<file path="src/rtl/aes_pkg.sv">
// Shared definitions for the AES-128 stream controller: block geometry and FSM state encoding.
package aes_pkg;
   localparam int AES_BLK_W  = 128;
   localparam int AES_WORD_W = 32;
   localparam int AES_WORDS  = 4;

   typedef enum logic [2:0] {
      IDLE,
      LD_KEY,
      LD_DATA,
      START,
      WAIT,
      OUT
   } aes_state_t;
endpackage

</file>
<file path="src/rtl/aes_word_shreg.sv">
// Output shift register: loads one 128-bit block and presents it most-significant word first
// over a valid/ready handshake, holding the current word while the consumer stalls.
module aes_word_shreg
   import aes_pkg::*;
(
   input  logic                  clk,
   input  logic                  reset,
   input  logic                  i_load,
   input  logic [AES_BLK_W-1:0]  i_block,
   input  logic                  i_ready,
   output logic                  o_valid,
   output logic [AES_WORD_W-1:0] o_data,
   output logic                  o_last
);
   logic [AES_BLK_W-1:0] r_buf;
   logic [1:0]           r_cnt;
   logic                 r_valid;
   logic                 w_fire;

   assign w_fire  = r_valid & i_ready;
   assign o_last  = w_fire & (r_cnt == 2'(AES_WORDS - 1));
   assign o_valid = r_valid;
   assign o_data  = r_buf[AES_BLK_W-1 -: AES_WORD_W];

   always_ff @(posedge clk) begin
      if (!reset) begin
         r_buf   <= '0;
         r_cnt   <= 2'd0;
         r_valid <= 1'b0;
      end else if (i_load) begin
         r_buf   <= i_block;
         r_cnt   <= 2'd0;
         r_valid <= 1'b1;
      end else if (w_fire) begin
         // zero-fill keeps out_data at 0 once the block has drained
         r_buf <= {r_buf[AES_BLK_W-AES_WORD_W-1:0], {AES_WORD_W{1'b0}}};
         r_cnt <= r_cnt + 2'd1;
         if (o_last) begin
            r_valid <= 1'b0;
         end
      end
   end
endmodule

</file>
<file path="src/rtl/aes_stream_ctrl.sv">
// Word-serial load/unload controller around the iterative AES-128 core.
// Optional build macro AES_KEY_HOLD_EN adds the key_hold input to reuse the last loaded key.
module aes_stream_ctrl
   import aes_pkg::*;
#(
   parameter int CORE_LAT = 12,
   parameter int CNT_W    = 4
)(
   input  logic                  clk,
   input  logic                  reset,
`ifdef AES_KEY_HOLD_EN
   input  logic                  key_hold,
`endif
   input  logic                  in_valid,
   output logic                  in_ready,
   input  logic [AES_WORD_W-1:0] in_data,
   output logic                  out_valid,
   input  logic                  out_ready,
   output logic [AES_WORD_W-1:0] out_data,
   output logic                  busy,
   output logic [AES_BLK_W-1:0]  core_data,
   output logic [AES_BLK_W-1:0]  core_key,
   output logic                  core_rst_n,
   input  logic [AES_BLK_W-1:0]  core_result
);
   localparam logic [CNT_W-1:0] LAT_LAST = CNT_W'(CORE_LAT - 1);

   aes_state_t       r_state;
   aes_state_t       w_state_next;
   logic [1:0]       r_word_idx;
   logic [CNT_W-1:0] r_lat_cnt;
   logic             r_core_rst_n;
   logic             w_accept;
   logic             w_last_word;
   logic             w_skip_key;
   logic             w_load_out;
   logic             w_out_last;

   assign in_ready    = (r_state == LD_KEY) || (r_state == LD_DATA);
   assign w_accept    = in_valid & in_ready;
   assign w_last_word = w_accept & (r_word_idx == 2'(AES_WORDS - 1));
   assign busy        = (r_state != IDLE);
   assign core_rst_n  = r_core_rst_n;

`ifdef AES_KEY_HOLD_EN
   logic r_key_loaded;

   always_ff @(posedge clk) begin
      if (!reset) begin
         r_key_loaded <= 1'b0;
      end else if ((r_state == LD_KEY) && w_last_word) begin
         r_key_loaded <= 1'b1;
      end
   end

   assign w_skip_key = key_hold & r_key_loaded;
`else
   assign w_skip_key = 1'b0;
`endif

   always_comb begin
      w_state_next = r_state;
      w_load_out   = 1'b0;
      case (r_state)
         IDLE:    w_state_next = w_skip_key ? LD_DATA : LD_KEY;
         LD_KEY:  if (w_last_word) w_state_next = LD_DATA;
         LD_DATA: if (w_last_word) w_state_next = START;
         START:   w_state_next = WAIT;
         WAIT: begin
            if (r_lat_cnt == LAT_LAST) begin
               w_load_out   = 1'b1;
               w_state_next = OUT;
            end
         end
         OUT:     if (w_out_last) w_state_next = IDLE;
         default: w_state_next = IDLE;
      endcase
   end

   always_ff @(posedge clk) begin
      if (!reset) begin
         r_state      <= IDLE;
         r_word_idx   <= 2'd0;
         r_lat_cnt    <= '0;
         r_core_rst_n <= 1'b0;
      end else begin
         r_state <= w_state_next;
         // core is held in reset exactly for the single START cycle
         r_core_rst_n <= (w_state_next != START);
         if (w_accept) begin
            r_word_idx <= r_word_idx + 2'd1;
         end
         if (r_state == START) begin
            r_lat_cnt <= '0;
         end else if (r_state == WAIT) begin
            r_lat_cnt <= r_lat_cnt + 1'b1;
         end
      end
   end

   // Word k of each phase lands in bits [127-32k -: 32] of the key or plaintext.
   genvar gi;
   generate
      for (gi = 0; gi < AES_WORDS; gi++) begin : g_pack
         logic [AES_WORD_W-1:0] r_key_word;
         logic [AES_WORD_W-1:0] r_data_word;
         logic                  w_hit;

         assign w_hit = w_accept && (r_word_idx == 2'(gi));

         always_ff @(posedge clk) begin
            if (!reset) begin
               r_key_word  <= '0;
               r_data_word <= '0;
            end else if (w_hit && (r_state == LD_KEY)) begin
               r_key_word <= in_data;
            end else if (w_hit && (r_state == LD_DATA)) begin
               r_data_word <= in_data;
            end
         end

         assign core_key[AES_BLK_W-1-AES_WORD_W*gi -: AES_WORD_W]  = r_key_word;
         assign core_data[AES_BLK_W-1-AES_WORD_W*gi -: AES_WORD_W] = r_data_word;
      end
   endgenerate

   aes_word_shreg u_out_shreg (
      .clk     (clk),
      .reset   (reset),
      .i_load  (w_load_out),
      .i_block (core_result),
      .i_ready (out_ready),
      .o_valid (out_valid),
      .o_data  (out_data),
      .o_last  (w_out_last)
   );
endmodule

</file>
<file path="config.mk">
export PLATFORM = sky130hd
export DESIGN_NAME = aes_stream_ctrl
export DESIGN_NICKNAME = d
export VERILOG_FILES = /design/src/rtl/aes_pkg.sv /design/src/rtl/aes_word_shreg.sv /design/src/rtl/aes_stream_ctrl.sv
export SDC_FILE = /design/constraint.sdc
export NUM_CORES = 1
export LEC_CHECK = 0
export ABC_AREA = 1
export CORE_MARGIN = 1.5
export CORE_UTILIZATION = 48
export CTS_CLUSTER_SIZE = 10
export DETAILED_ROUTE_END_ITERATION = 8
export GPL_TIMING_DRIVEN = 0
export HOLD_SLACK_MARGIN = 0.1
export PLACE_DENSITY = 0.84
export SLEW_MARGIN = 20
export SYNTH_ARGS = -nofsm -noshare
export SYNTH_HDL_FRONTEND = slang
export SYNTH_SLANG_ARGS = --single-unit
export TNS_END_PERCENT = 100
</file>
<file path="constraint.sdc">
create_clock -name clk -period 1.7 [get_ports clk]
set_input_delay 0.255 -clock clk [delete_from_list [all_inputs] [get_ports clk]]
set_output_delay 0.255 -clock clk [all_outputs]
set_load 0.005 [all_outputs]
</file>
# [After elaboration in Yosys (flattened, before gate mapping)]
# Index checks and enable logic that the tools add are counted.
[classes] eq_ne=11 n_bitwise=9 add_sub_neg=3 n_reduce_logical=25 mux=12
[ops] cell="two-way mux 128 bit" count=2
[ops] cell="case mux 3 bit (6 select lines)" count=1
[ops] cell="logical AND 1 bit" count=12
[ops] cell="two-way mux 3 bit" count=4
[ops] cell="AND reduction 2 bit" count=5
[ops] cell="== test 2 bit (second input constant)" count=3
[ops] cell="== test 3 x 2 -> 1 bit (second input constant)" count=2
[ops] cell="== test 3 bit (second input constant)" count=2
[ops] cell="two-way mux 1 bit" count=5
[ops] cell="inverter 1 bit" count=5
[ops] cell="adder 2 x 1 -> 2 bit (second input constant)" count=2
[ops] cell="adder 4 x 1 -> 4 bit (second input constant)" count=1
[ops] cell="bitwise AND 1 bit" count=4
[ops] cell="== test 4 bit (second input constant)" count=1
[ops] cell="nonzero test 2 bit" count=2
[ops] cell="OR reduction 2 bit" count=2
[ops] cell="== test 3 x 1 -> 1 bit (second input constant)" count=1
[ops] cell="zero test 3 bit" count=1
[ops] cell="inequality test 3 x 2 -> 1 bit (second input constant)" count=1
[ops] cell="nonzero test 3 bit" count=1
[ops] cell="== test 2 x 1 -> 1 bit (second input constant)" count=1
[ops] cell="zero test 2 bit" count=1
[ops] cell="logical OR 1 bit" count=1
[word_totals] ff_bits=397 output_inout_bits=292 in_bits=164

# [Depth between registers and ports, before layout]
# Gate-level depths: netlist of the first run.
[depth] word_depth=7 mapped_depth=9

# [Modules after synthesis]
# A second synthesis of the first run with hierarchy kept.
[unflattened] cells_unflattened=2368 area_unflattened_um2=16385.7
[modules_own_cells] module="aes_stream_ctrl" area_per_inst_um2=10259.8 cells_per_inst=1441 seq_area_each_um2=5325.1 instances=1
[modules_own_cells] module="aes_word_shreg" area_per_inst_um2=6125.9 cells_per_inst=927 seq_area_each_um2=2622.5 instances=1

# [Least setup slack after synthesis of the first run]
# OpenSTA, ideal clock, no wires.
[synth_timing] kind="register to register" start="register r_lat_cnt[0]" end="register u_out_shreg.r_buf[121]" synth_period_minus_slack_ps=1417 n_path_buf=2 t_required_ps=1584 setup_ps=116 setup_slack_ps=283 stages_incl_launch_ff=8 arrival_ps=1301 cell_sequence="dfxtp_1 -> ha_1 -> nand3_1 -> inv_1 -> nand2_1 -> buf_2 -> buf_2 -> o211a_1"
[synth_via] elab_chain_cells=4 word_cells_on_any_way=5
[synth_rtl] element="from (decl)" line_no="aes_stream_ctrl.sv:31" rtl="logic [CNT_W-1:0] r_lat_cnt;"
[synth_rtl] element="from (signal assigned)" line_no="aes_stream_ctrl.sv:96" rtl="r_lat_cnt <= r_lat_cnt + 1'b1;"
[synth_rtl] element="== test 4 bit *" line_no="aes_stream_ctrl.sv:70" rtl="if (r_lat_cnt == LAT_LAST) begin"
[synth_rtl] element="two-way mux 1 bit *" line_no="aes_stream_ctrl.sv:70"
[synth_rtl] element="two-way mux 1 bit *" line_no="aes_stream_ctrl.sv:64" rtl="case (r_state)"
[synth_rtl] element="two-way mux 128 bit or nonzero test 2 bit (tied branches)"
[synth_rtl] element="to (signal assigned)" line_no="aes_word_shreg.sv:31" rtl="r_buf <= i_block;"
[synth_rtl] element="to (signal assigned)" line_no="aes_word_shreg.sv:36" rtl="r_buf <= {r_buf[AES_BLK_W-AES_WORD_W-1:0], {AES_WORD_W{1'b0}}};"
[synth_rtl] element="to (decl)" line_no="aes_word_shreg.sv:15" rtl="logic [AES_BLK_W-1:0] r_buf;"
# Mark *: on every way between the ends. The rest lies on a longest branch, timed or not.
# A chain may end at the register's enable or synchronous reset.

# [Final worst setup path of the first run]
[layout_timing] start="register r_state[0]" end="register g_pack[0].r_key_word[14]"
[layout_via] elab_chain_cells=5 word_cells_on_any_way=6
[layout_rtl] element="from (decl)" line_no="aes_stream_ctrl.sv:28" rtl="aes_state_t r_state;"
[layout_rtl] element="from (signal assigned)" line_no="aes_stream_ctrl.sv:87" rtl="r_state <= w_state_next;"
[layout_rtl] element="== test 3 x 1 -> 1 bit or == test 3 x 2 -> 1 bit (tied branches)" line_no="aes_stream_ctrl.sv:39, aes_stream_ctrl.sv:115"
[layout_rtl] element="logical OR 1 bit" line_no="aes_stream_ctrl.sv:39" rtl="assign in_ready = (r_state == LD_KEY) || (r_state == LD_DATA);"
[layout_rtl] element="bitwise AND 1 bit" line_no="aes_stream_ctrl.sv:40" rtl="assign w_accept = in_valid & in_ready;"
[layout_rtl] element="logical AND 1 bit" line_no="aes_stream_ctrl.sv:109" rtl="assign w_hit = w_accept && (r_word_idx == 2'(gi));"
[layout_rtl] element="logical AND 1 bit *" line_no="aes_stream_ctrl.sv:115" rtl="end else if (w_hit && (r_state == LD_KEY)) begin"
[layout_rtl] element="to (signal assigned)" line_no="aes_stream_ctrl.sv:116" rtl="r_key_word <= in_data;"
[layout_rtl] element="to (decl)" line_no="aes_stream_ctrl.sv:105" rtl="logic [AES_WORD_W-1:0] r_key_word;"
# Marks and branches as above.

==> results of run 1 <==
==> Yosys cell counts (all sizes together) <==
cell type	instances
o211a	32
a211oi	1
clkbuf	72
nand3	46
nand4	4
o21ai	225
nand2	533
xnor2	1
ha	6
clkinv	1
a21oi	169
nor3	1
a31oi	1
buf	100
xor2	2
dfxtp	397
nor2	391
inv	268
==> cell families after synthesis <==
group	Yosys count
buffers and inverters	441
AOI/OAI and AO/OA	428
DFF	397
and+or+nand+nor	975
adders and majority gates	6
xor gates and xnor gates	3
==> critical path, delay by kind of cell (launching register included) <==
family | cells | cell delay, ns
buf+inv | 4 | 0.66
flops | 1 | 0.36
simple gates | 6 | 0.61
==> report_power, final <==
group          leakage, nW  internal, mW  switching [mW]
registers             3.22          9.37          0.0408
clock network        0.602          4.91            3.70
logic                 7.36         0.570           0.680
total                 11.2          14.8            4.42
==> through the flow <==
step	total power, mW	util, %	cells
floorplan	9.96	-	2250
global placement	10.7	64.6	3145
detailed placement	10.8	64.6	3145
CTS	19.2	68.4	3203
global route	19.7	69.8	3214
finish	19.3	69.8	3216
==> layer usage <==
layer | track usage (%) | wire, um
met1 | 42.7 | 24100
met2 | 54.8 | 28000
met5 | 0 | 0
met4 | 16.7 | 3620
met3 | 8.16 | 6090
==> cell type report <==
class | instances | area, sq um | share of cell area, %
buffer | 172 | 1030 | 4.51
timing repair buffer | 462 | 4690 | 20.5
tap | 442 | 553 | 2.42
sequential | 397 | 7990 | 34.9
clock inverter | 4 | 41.3 | 0.180
inverter | 269 | 1020 | 4.45
clock buffer | 52 | 1190 | 5.21
multi-input combinational | 1414 | 6360 | 27.8
antenna | 4 | 10.0 | 0.0437
==> path summary, 6_finish.rpt <==
| check | end | slack, ns | cells past startpoint |
|---|---|---|---|
| max | g_pack[0].r_key_word[14]$_SDFFE_PN0P_ | -0.01 | 10 |
| min | u_out_shreg.r_buf[0]$_SDFFE_PN0P_ | 0.28 | 3 |
| max reg2reg | g_pack[0].r_key_word[14]$_SDFFE_PN0P_ | -0.01 | 10 |
| min reg2reg | g_pack[0].r_data_word[16]$_SDFFE_PN0P_ | 0.44 | 2 |
==> sequential cells by signal, indices dropped and copies added, names as in the netlist <==
register / count
core_rst_n: 1
g_pack.r_data_word: 128
g_pack.r_key_word: 128
r_lat_cnt: 4
r_state: 3
r_word_idx: 2
u_out_shreg.o_valid: 1
u_out_shreg.r_buf: 128
u_out_shreg.r_cnt: 2
==> repair_timing <==
item,in CTS,in global routing
resized for setup,127,166
buffers inserted,2,5
pin swaps,2,3
setup endpoints to repair,259,422
cloned,0,4
==> metrics.csv, run 1 <==
stage,metric,value,unit
run_status,status,"complete, but fails checks",
run_status,violations,setup timing,
route,dr_total_vias,17000,
clocking,cts_tree,built,
setup_path,worstSetupStartpointType,flip-flop,
place,place_hpwl,45600,um
route,wirelength,61800,um
yosys,synth_compound_area_share,14.3,%
global_route,grt_max_degree,13,
sta,setup-violations-final,1,
sta,slew_headroom,39.6,%
yosys,muxShareOfSynthArea,0,%
yosys,synth_top_area_share,49.4,%
clocking,root_buffer,clkbuf_16,
layout,areaGrowthSynthToFinish,42.2,%
layout,fillers,2578,
sta,fin_crit,1.71,ns
power,p_leak,11.2,nW
yosys,ys_types,29,
setup_path,crit_fanout,10,
min_path,hold_path.class,in2reg,
sta,setup_tns,-0.0140,ns
yosys,yosysSeqAreaShare,49.4,%
yosys,synth_cells,2250,
sta,worst_pin_slew,0.906,ns
setup_path,critPathMaxStageDelay,0.36,ns
clocking,clk_path_buf_depth,3,
sta,fin_ws,-0.0140,ns
floorplanning,die-area,34700,sq um
clocking,path_clk_slew,0.06,ns
setup_path,crit_path_end_kind,flip-flop,
setup_path,startpoint,r_state[0]$_SDFF_PN0_,
power,peakVddDrop,724,uV
yosys,ys_warn_count,0,
route,drc,0,
clocking,cts.sinks,397,
route,ant_nets,0,
yosys,synth_top_family_by_area,simple AND/OR/NAND/NOR gates,
power,powerDensity,842,nW/um^2
yosys,synth-simple-area-share,23.8,%
floorplanning,coreArea,32800,sq um
clocking,htreeDepth,2,
route,drtPass1Iterations,6,
yosys,synth_area_leaders,"dfxtp_1 (49%), nand2_1 (12%), nor2_1 (9.0%)",
layout,final_common_cell,nand2_1,
global_route,grt_pass1_wl,89700,um
layout,postLayoutCellArea,22900,sq um
place,place_ws,-0.558,ns
route,drtIter0Drc,1476,
global_route,track_usage,34.0,%
yosys,yosys.area.top_type,dfxtp_1,
min_path,min_from,core_result[0],
setup_path,cp_data_required_time,2.17,ns
place,place_congestion,0.927,
layout,final_cell_mix,"nand2_1 (530), nor2_1 (385), dfxtp_1 (360)",
floorplanning,io_pins,456,
place,portBuffers,453,
clocking,postCtsHoldBufs,0,
route,wl_per_cell,19.2,um
yosys,syn-num-nets,2420,
setup_path,critPathArrivalTime,2.18,ns
floorplanning,die_h,186,um
floorplanning,die_width,186,um
global_route,globalRoute.totalOverflow,0,
floorplanning,initial_utilization,49.1,%
layout,drive_gt1_share,9.03,%
sta,rsz0062_at_grt,true,
place,place_area,21200,sq um
sta,slew_viol_final,0,
clocking,cts_buffers,46,
global_route,grt_pass1_vias,16100,
yosys,avgSynthCellArea,7.16,sq um
yosys,syn-cell-area,16100,sq um
sta,hold_viol_final,0,
clocking,clk_latency,0.55,ns
layout,final_nets,2932,
setup_path,path_common_cell,nand2_1,
floorplanning,rows,66,
route,avgViaCountPerCell,5.29,
setup_path,crit_type,reg2reg,
yosys,yosys_register_bits,397,
sta,period_share,101,%
sta,fin_skew,0.0177,ns
yosys,synthXorXnorAreaFrac,0.163,%
flow_run,drv_cap,0,
setup_path,crit_slowest_cell,dfxtp_2,
global_route,antenna_found_initial,3,
sta,whs,0.282,ns
yosys,synth_adder_area_share,0.466,%
setup_path,r2r_start,r_state[0]$_SDFF_PN0_,
setup_path,path_cells,inv_2 -> nand3_4 -> nand2_4 -> buf_8 -> nand4_4 -> buf_12 -> buf_4 -> nand2_1 -> nand2_1 -> nor2_1,
sta,max_freq,583,MHz
Note: power is estimated with default switching activity, not from simulation.
==> run 2, diff against run 1 <==
Settings changed: CORE_MARGIN 1.5 to default.
==> run 2 against run 1 <==
- wire length increased by 0.72%
- clock power increased by 2%
- highest routed layer is now met5
- the flow still finishes with violations (setup timing)
- combinational power decreased by 4%
- via count decreased by 0.14%
==> metrics.csv, run 2 (synthesized netlist as in run 1, its figures left out) <==
stage,metric,value,unit
clocking,root_buffer,clkbuf_16,
floorplanning,coreArea,32800,sq um
route,drtPass1Iterations,5,
layout,postLayoutCellArea,22900,sq um
global_route,grt_max_degree,12,
global_route,track_usage,35.0,%
clocking,postCtsHoldBufs,0,
setup_path,r2r_start,r_state[1]$_SDFF_PN0_,
sta,period_share,101,%
sta,rsz0062_at_grt,true,
setup_path,crit_path_end_kind,flip-flop,
clocking,cts.sinks,397,
route,wl_per_cell,19.4,um
setup_path,critPathCapture,g_pack[0].r_key_word[10]$_SDFFE_PN0P_,
power,p_total,19.4,mW
place,place_congestion,0.885,
route,dr_total_vias,17000,
layout,top_regs,"g_pack.r_data_word (128), g_pack.r_key_word (128), u_out_shreg.r_buf (128)",
route,drtIter0Drc,1364,
min_path,hold_path.class,in2reg,
run_status,violations,setup timing,
floorplanning,initial_utilization,49.1,%
layout,final_cell_mix,"nand2_1 (530), nor2_1 (384), dfxtp_1 (365)",
global_route,grt_pass1_wl,91400,um
power,powerDensity,847,nW/um^2
setup_path,crit_fanout,10,
clocking,htreeDepth,2,
floorplanning,die_width,185,um
floorplanning,rows,66,
sta,worst_pin_slew,0.941,ns
setup_path,regToRegEndpoint,g_pack[0].r_key_word[10]$_SDFFE_PN0P_,
global_route,grt_use_met2,57.2,%
sta,setup-violations-final,2,
route,drc,0,
global_route,met1_usage,43.0,%
floorplanning,io_pins,456,
global_route,globalRoute.totalOverflow,0,
layout,final_nets,2929,
setup_path,r2r_cells,7,
route,wirelength,62300,um
floorplanning,die-area,34300,sq um
clocking,path_clk_slew,0.06,ns
global_route,top_usage_layer,met2,
route,ant_nets,0,
setup_path,worstSetupStartpointType,flip-flop,
global_route,grt_use_met3,8.71,%
setup_path,cp_data_required_time,2.12,ns
layout,drive_gt1_share,8.82,%
sta,fin_ws,-0.0255,ns
place,place_area,21200,sq um
sta,slew_headroom,37.3,%
sta,whs,0.289,ns
layout,areaGrowthSynthToFinish,42.1,%
global_route,antenna_found_initial,3,
sta,fin_crit,1.73,ns
power,peakVddDrop,661,uV
layout,final_common_cell,nand2_1,
sta,max_freq,580,MHz
clocking,clk_latency,0.54,ns
setup_path,startpoint,r_state[1]$_SDFF_PN0_,
sta,fin_skew,0.0157,ns
clocking,cts_tree,built,
flow_run,drv_cap,0,
setup_path,crit_type,reg2reg,
run_status,status,"complete, but fails checks",
power,p_leak,11.3,nW
place,portBuffers,453,
sta,slew_viol_final,0,
setup_path,rrSetupSlack,-0.03,ns
sta,hold_viol_final,0,
layout,fillers,2552,
setup_path,critPathArrivalTime,2.15,ns
floorplanning,die_h,185,um
route,avgViaCountPerCell,5.29,
place,place_hpwl,46000,um
clocking,clk_path_buf_depth,3,
clocking,cts_buffers,46,
global_route,grt_pass1_vias,16200,
[run 2: cell count changes in the layout (fill, tap and decap cells not counted), sizes merged]
cell	previous run	this run
clkbuf	126	129
clkdlybuf4s50	317	325
diode	4	1
dlygate4sd2	81	63
dlymetal6s2s	54	64
inv	271	268
nand4	6	4
[run 2: power breakdown]
group	leakage [nW]	switching [mW]	internal [mW]
sequential	3.22	0.0393	9.37
clock	0.618	3.65	5.12
combinational	7.42	0.656	0.543
total	11.3	4.34	15.0
[run 2: metal layers]
metal	routed length [um]	vias up
met5	26	-
met4	3390	4
met3	6020	186
met2	28800	865
met1	24100	8003
li1	-	7932
[run 2: worst max-delay path, stage by stage (launching register included)]
cell	delay, ns
dfxtp_2	0.36
inv_2	0.08
nand2_1	0.08
nor2_4	0.27
nand4_4	0.28
buf_2	0.28
nor2_1	0.18
nor2_1	0.08
[run 2: area by class of cell]
type,count,area [sq um],area share [%]
clock inverter,1,7.51,0.0328
antenna,1,2.50,0.0109
buffer,172,1000,4.38
inverter,269,1020,4.45
timing repair buffer,461,4700,20.6
clock buffer,56,1260,5.52
tap,442,553,2.42
multi-input combinational,1412,6330,27.7
sequential,397,8000,35.0
[run 2: worst min-delay path by stage]
stage	startpoint	endpoint	slack, ns	cells past startpoint
detailed placement	g_pack[2].r_data_word[25]$_SDFFE_PN0P_	g_pack[2].r_data_word[25]$_SDFFE_PN0P_	0.44	2
global placement	g_pack[1].r_data_word[27]$_SDFFE_PN0P_	g_pack[1].r_data_word[27]$_SDFFE_PN0P_	0.43	2
global route	core_result[14]	u_out_shreg.r_buf[14]$_SDFFE_PN0P_	0.30	3
finish	in_valid	r_word_idx[0]$_SDFFE_PN0N_	0.29	3
floorplan	core_result[69]	u_out_shreg.r_buf[69]$_SDFFE_PN0P_	0.39	2
CTS	in_valid	r_word_idx[0]$_SDFFE_PN0N_	0.23	3
[run 2: timing repair]
action | 4_1_cts | 5_1_grt
setup buffers | 2 | 5
gates resized for setup | 115 | 152
gates cloned | 0 | 1
endpoints found under the setup margin | 256 | 348
pin swaps | 2 | 2
[run 2: metrics by stage]
step	setup WS [ns]	utilization, %	std cells	setup TNS, ns
3_5_place_dp	-0.483	64.6	3145	-79.79
6_report	-0.0255	69.8	3211	-0.0322
5_1_grt	-0.0573	69.8	3211	-0.923
4_1_cts	-0.00625	68.7	3204	-0.00625
3_3_place_gp	-0.441	64.6	3145	-71.73
2_1_floorplan	0.283	-	2250	0
==> run 3, diff against run 2 <==
Settings changed: CORE_UTILIZATION 48 to 37, PLACE_DENSITY 0.84 to 0.69.
==> run 3 against run 2 <==
- final cell count up 4.6%
- largest cell class unchanged
- critical path depth down 6
- non-clock buffer count unchanged
- via count down 3.2%
- the run now ends clean
- maximum frequency up 3.7%
- highest routed layer is now met4
- design area down 0.45%
- critical path type is now reg2out
- utilization down 17 points
==> metrics.csv, run 3 (synthesized netlist as in run 1, its figures left out) <==
stage,metric,value,unit
run_status,status,"finished, final reports clean",
layout,top_regs,"g_pack.r_data_word (128), g_pack.r_key_word (128), u_out_shreg.r_buf (128)",
clocking,cts_tree,built,
clocking,cts_buffers,46,
route,wl_per_cell,18.7,um
route,drt-met1-wl,25900,um
layout,areaGrowthSynthToFinish,41.4,%
sta,rsz0062_at_grt,true,
min_path,hold_path.class,in2reg,
setup_path,regToRegEndpoint,g_pack[0].r_key_word[20]$_SDFFE_PN0P_,
global_route,antenna_found_initial,5,
layout,drive_gt1_share,9.50,%
place,place_congestion,0.908,
sta,fin_skew,0.0169,ns
sta,max_freq,601,MHz
sta,setup-violations-final,0,
setup_path,crit_path_end_kind,output pin,
place,portBuffers,453,
power,p_total,19.4,mW
route,wl_met2,28900,um
power,powerDensity,852,nW/um^2
setup_path,critPathArrivalTime,1.41,ns
route,dr_total_vias,16400,
setup_path,crit_cells,1,
setup_path,r2r_start,r_state[0]$_SDFF_PN0_,
route,routed.top_layer,met4,
floorplanning,io_pins,456,
sta,slew_headroom,33.6,%
clocking,root_buffer,clkbuf_16,
setup_path,cp_data_required_time,1.44,ns
route,drc,0,
setup_path,crit_slowest_cell,clkdlybuf4s50_1,
route,drtIter0Drc,1149,
route,ant_nets,0,
sta,slew_viol_final,0,
setup_path,r2r_cells,8,
setup_path,path_cells,clkdlybuf4s50_1,
floorplanning,die-area,44400,sq um
route,drtPass1Iterations,7,
setup_path,startpoint,g_pack[2].r_data_word[29]$_SDFFE_PN0P_,
setup_path,worstSetupStartpointType,flip-flop,
sta,period_share,97.8,%
place,place_hpwl,47300,um
setup_path,critPathMaxStageDelay,0.50,ns
global_route,grt_max_degree,14,
route,wl_met3,5230,um
global_route,grt_pass1_wl,93500,um
route,avgViaCountPerCell,4.90,
clocking,htreeDepth,2,
floorplanning,initial_utilization,37.5,%
setup_path,crit_type,reg2out,
clocking,clk_path_buf_depth,3,
sta,worst_pin_slew,0.996,ns
setup_path,crit_family,buffers and inverters,
flow_run,drv_cap,0,
sta,setup_tns,0,ns
setup_path,crit_buf_inv,1,
global_route,grt_pass1_vias,15700,
floorplanning,die_width,211,um
power,peakVddDrop,792,uV
setup_path,crit_fanout,2,
floorplanning,rows,76,
clocking,clk_latency,0.60,ns
layout,postLayoutCellArea,22800,sq um
layout,final_common_cell,nand2_1,
place,place_area,21400,sq um
sta,fin_crit,1.66,ns
clocking,cts.sinks,397,
global_route,track_usage,27.6,%
layout,final_cell_mix,"nand2_1 (529), nor2_1 (379), dfxtp_1 (352)",
floorplanning,coreArea,43000,sq um
clocking,path_clk_slew,0.05,ns
power,p_leak,11.6,nW
setup_path,critPathCapture,core_data[61],
global_route,globalRoute.totalOverflow,0,
setup_path,rrSetupSlack,0.06,ns
layout,final_nets,2929,
layout,fillers,4209,
sta,hold_viol_final,0,
floorplanning,die_h,211,um
route,wirelength,62900,um
## run 3: changes by cell type in the layout (fill, tap and decap cells not counted), moves of 5 or more
cell,before,now
dlymetal6s2s_1,64,32
dlygate4sd2_1,63,256
dfxtp_1,365,352
buf_2,34,28
dfxtp_2,29,42
nor2_1,384,379
clkdlybuf4s50_1,325,163
## run 3: how the worst min path moves through the flow
stage	startpoint	end	slack, ns	cells past startpoint
final	in_valid	r_word_idx[1]$_SDFFE_PN0N_	0.22	3
after global routing	core_result[14]	u_out_shreg.r_buf[14]$_SDFFE_PN0P_	0.24	3
after CTS	in_valid	r_word_idx[1]$_SDFFE_PN0N_	0.18	3
after detailed placement	g_pack[0].r_data_word[0]$_SDFFE_PN0P_	g_pack[0].r_data_word[0]$_SDFFE_PN0P_	0.44	2
after global placement	g_pack[1].r_data_word[25]$_SDFFE_PN0P_	g_pack[1].r_data_word[25]$_SDFFE_PN0P_	0.43	2
after floorplan	core_result[69]	u_out_shreg.r_buf[69]$_SDFFE_PN0P_	0.39	2
## run 3: power breakdown
group / leakage, nW / internal (mW) / switching, mW
combinational: 7.77 / 0.518 / 0.653
clock: 0.617 / 4.95 / 3.88
sequential: 3.22 / 9.37 / 0.0378
## run 3: timing repair
item                       in CTS  in global routing
pin swaps                       2                  2
hold buffers                    0                  0
setup buffers                   4                  4
gates cloned                    0                  0
resized for setup             331                139
setup endpoints to repair     493                295
## run 3: layout make-up
cell class | instances | area [sq um] | area share (%)
flip-flops and latches | 397 | 8010 | 35.2
multi-input cells | 1412 | 6330 | 27.8
repair buffers | 461 | 4360 | 19.2
clock buffers | 54 | 1200 | 5.28
plain buffers | 172 | 1030 | 4.54
inverters | 269 | 1020 | 4.47
well taps | 585 | 732 | 3.21
clock inverters | 4 | 67.6 | 0.297
diodes | 4 | 10.0 | 0.0440
## run 3: stage by stage
stage	hold slack, ns	worst slack, ns	cells	util [%]
after global placement	0.432	-0.522	3288	49.7
after CTS	0.178	0.000178	3350	52.3
after global routing	0.239	-0.0312	3356	53.0
after floorplan	0.390	0.283	2250	-
final	0.220	0.0367	3358	53.0
after detailed placement	0.437	-0.581	3288	49.7
## run 3: worst min-delay path: cells and delay by family
| kind | cells | cell delay [ns] |
|---|---|---|
| AOI/OAI and AO/OA | 1 | 0.08 |
| buffers and inverters | 1 | 0.23 |
| and+or+nand+nor | 1 | 0.18 |
## run 3: per-layer routing
layer | track usage [%] | vias up
li1 | - | 7927
met3 | 7.39 | 135
met4 | 12.9 | 0
met5 | 0 | -
met1 | 34.4 | 7731
met2 | 44.5 | 647
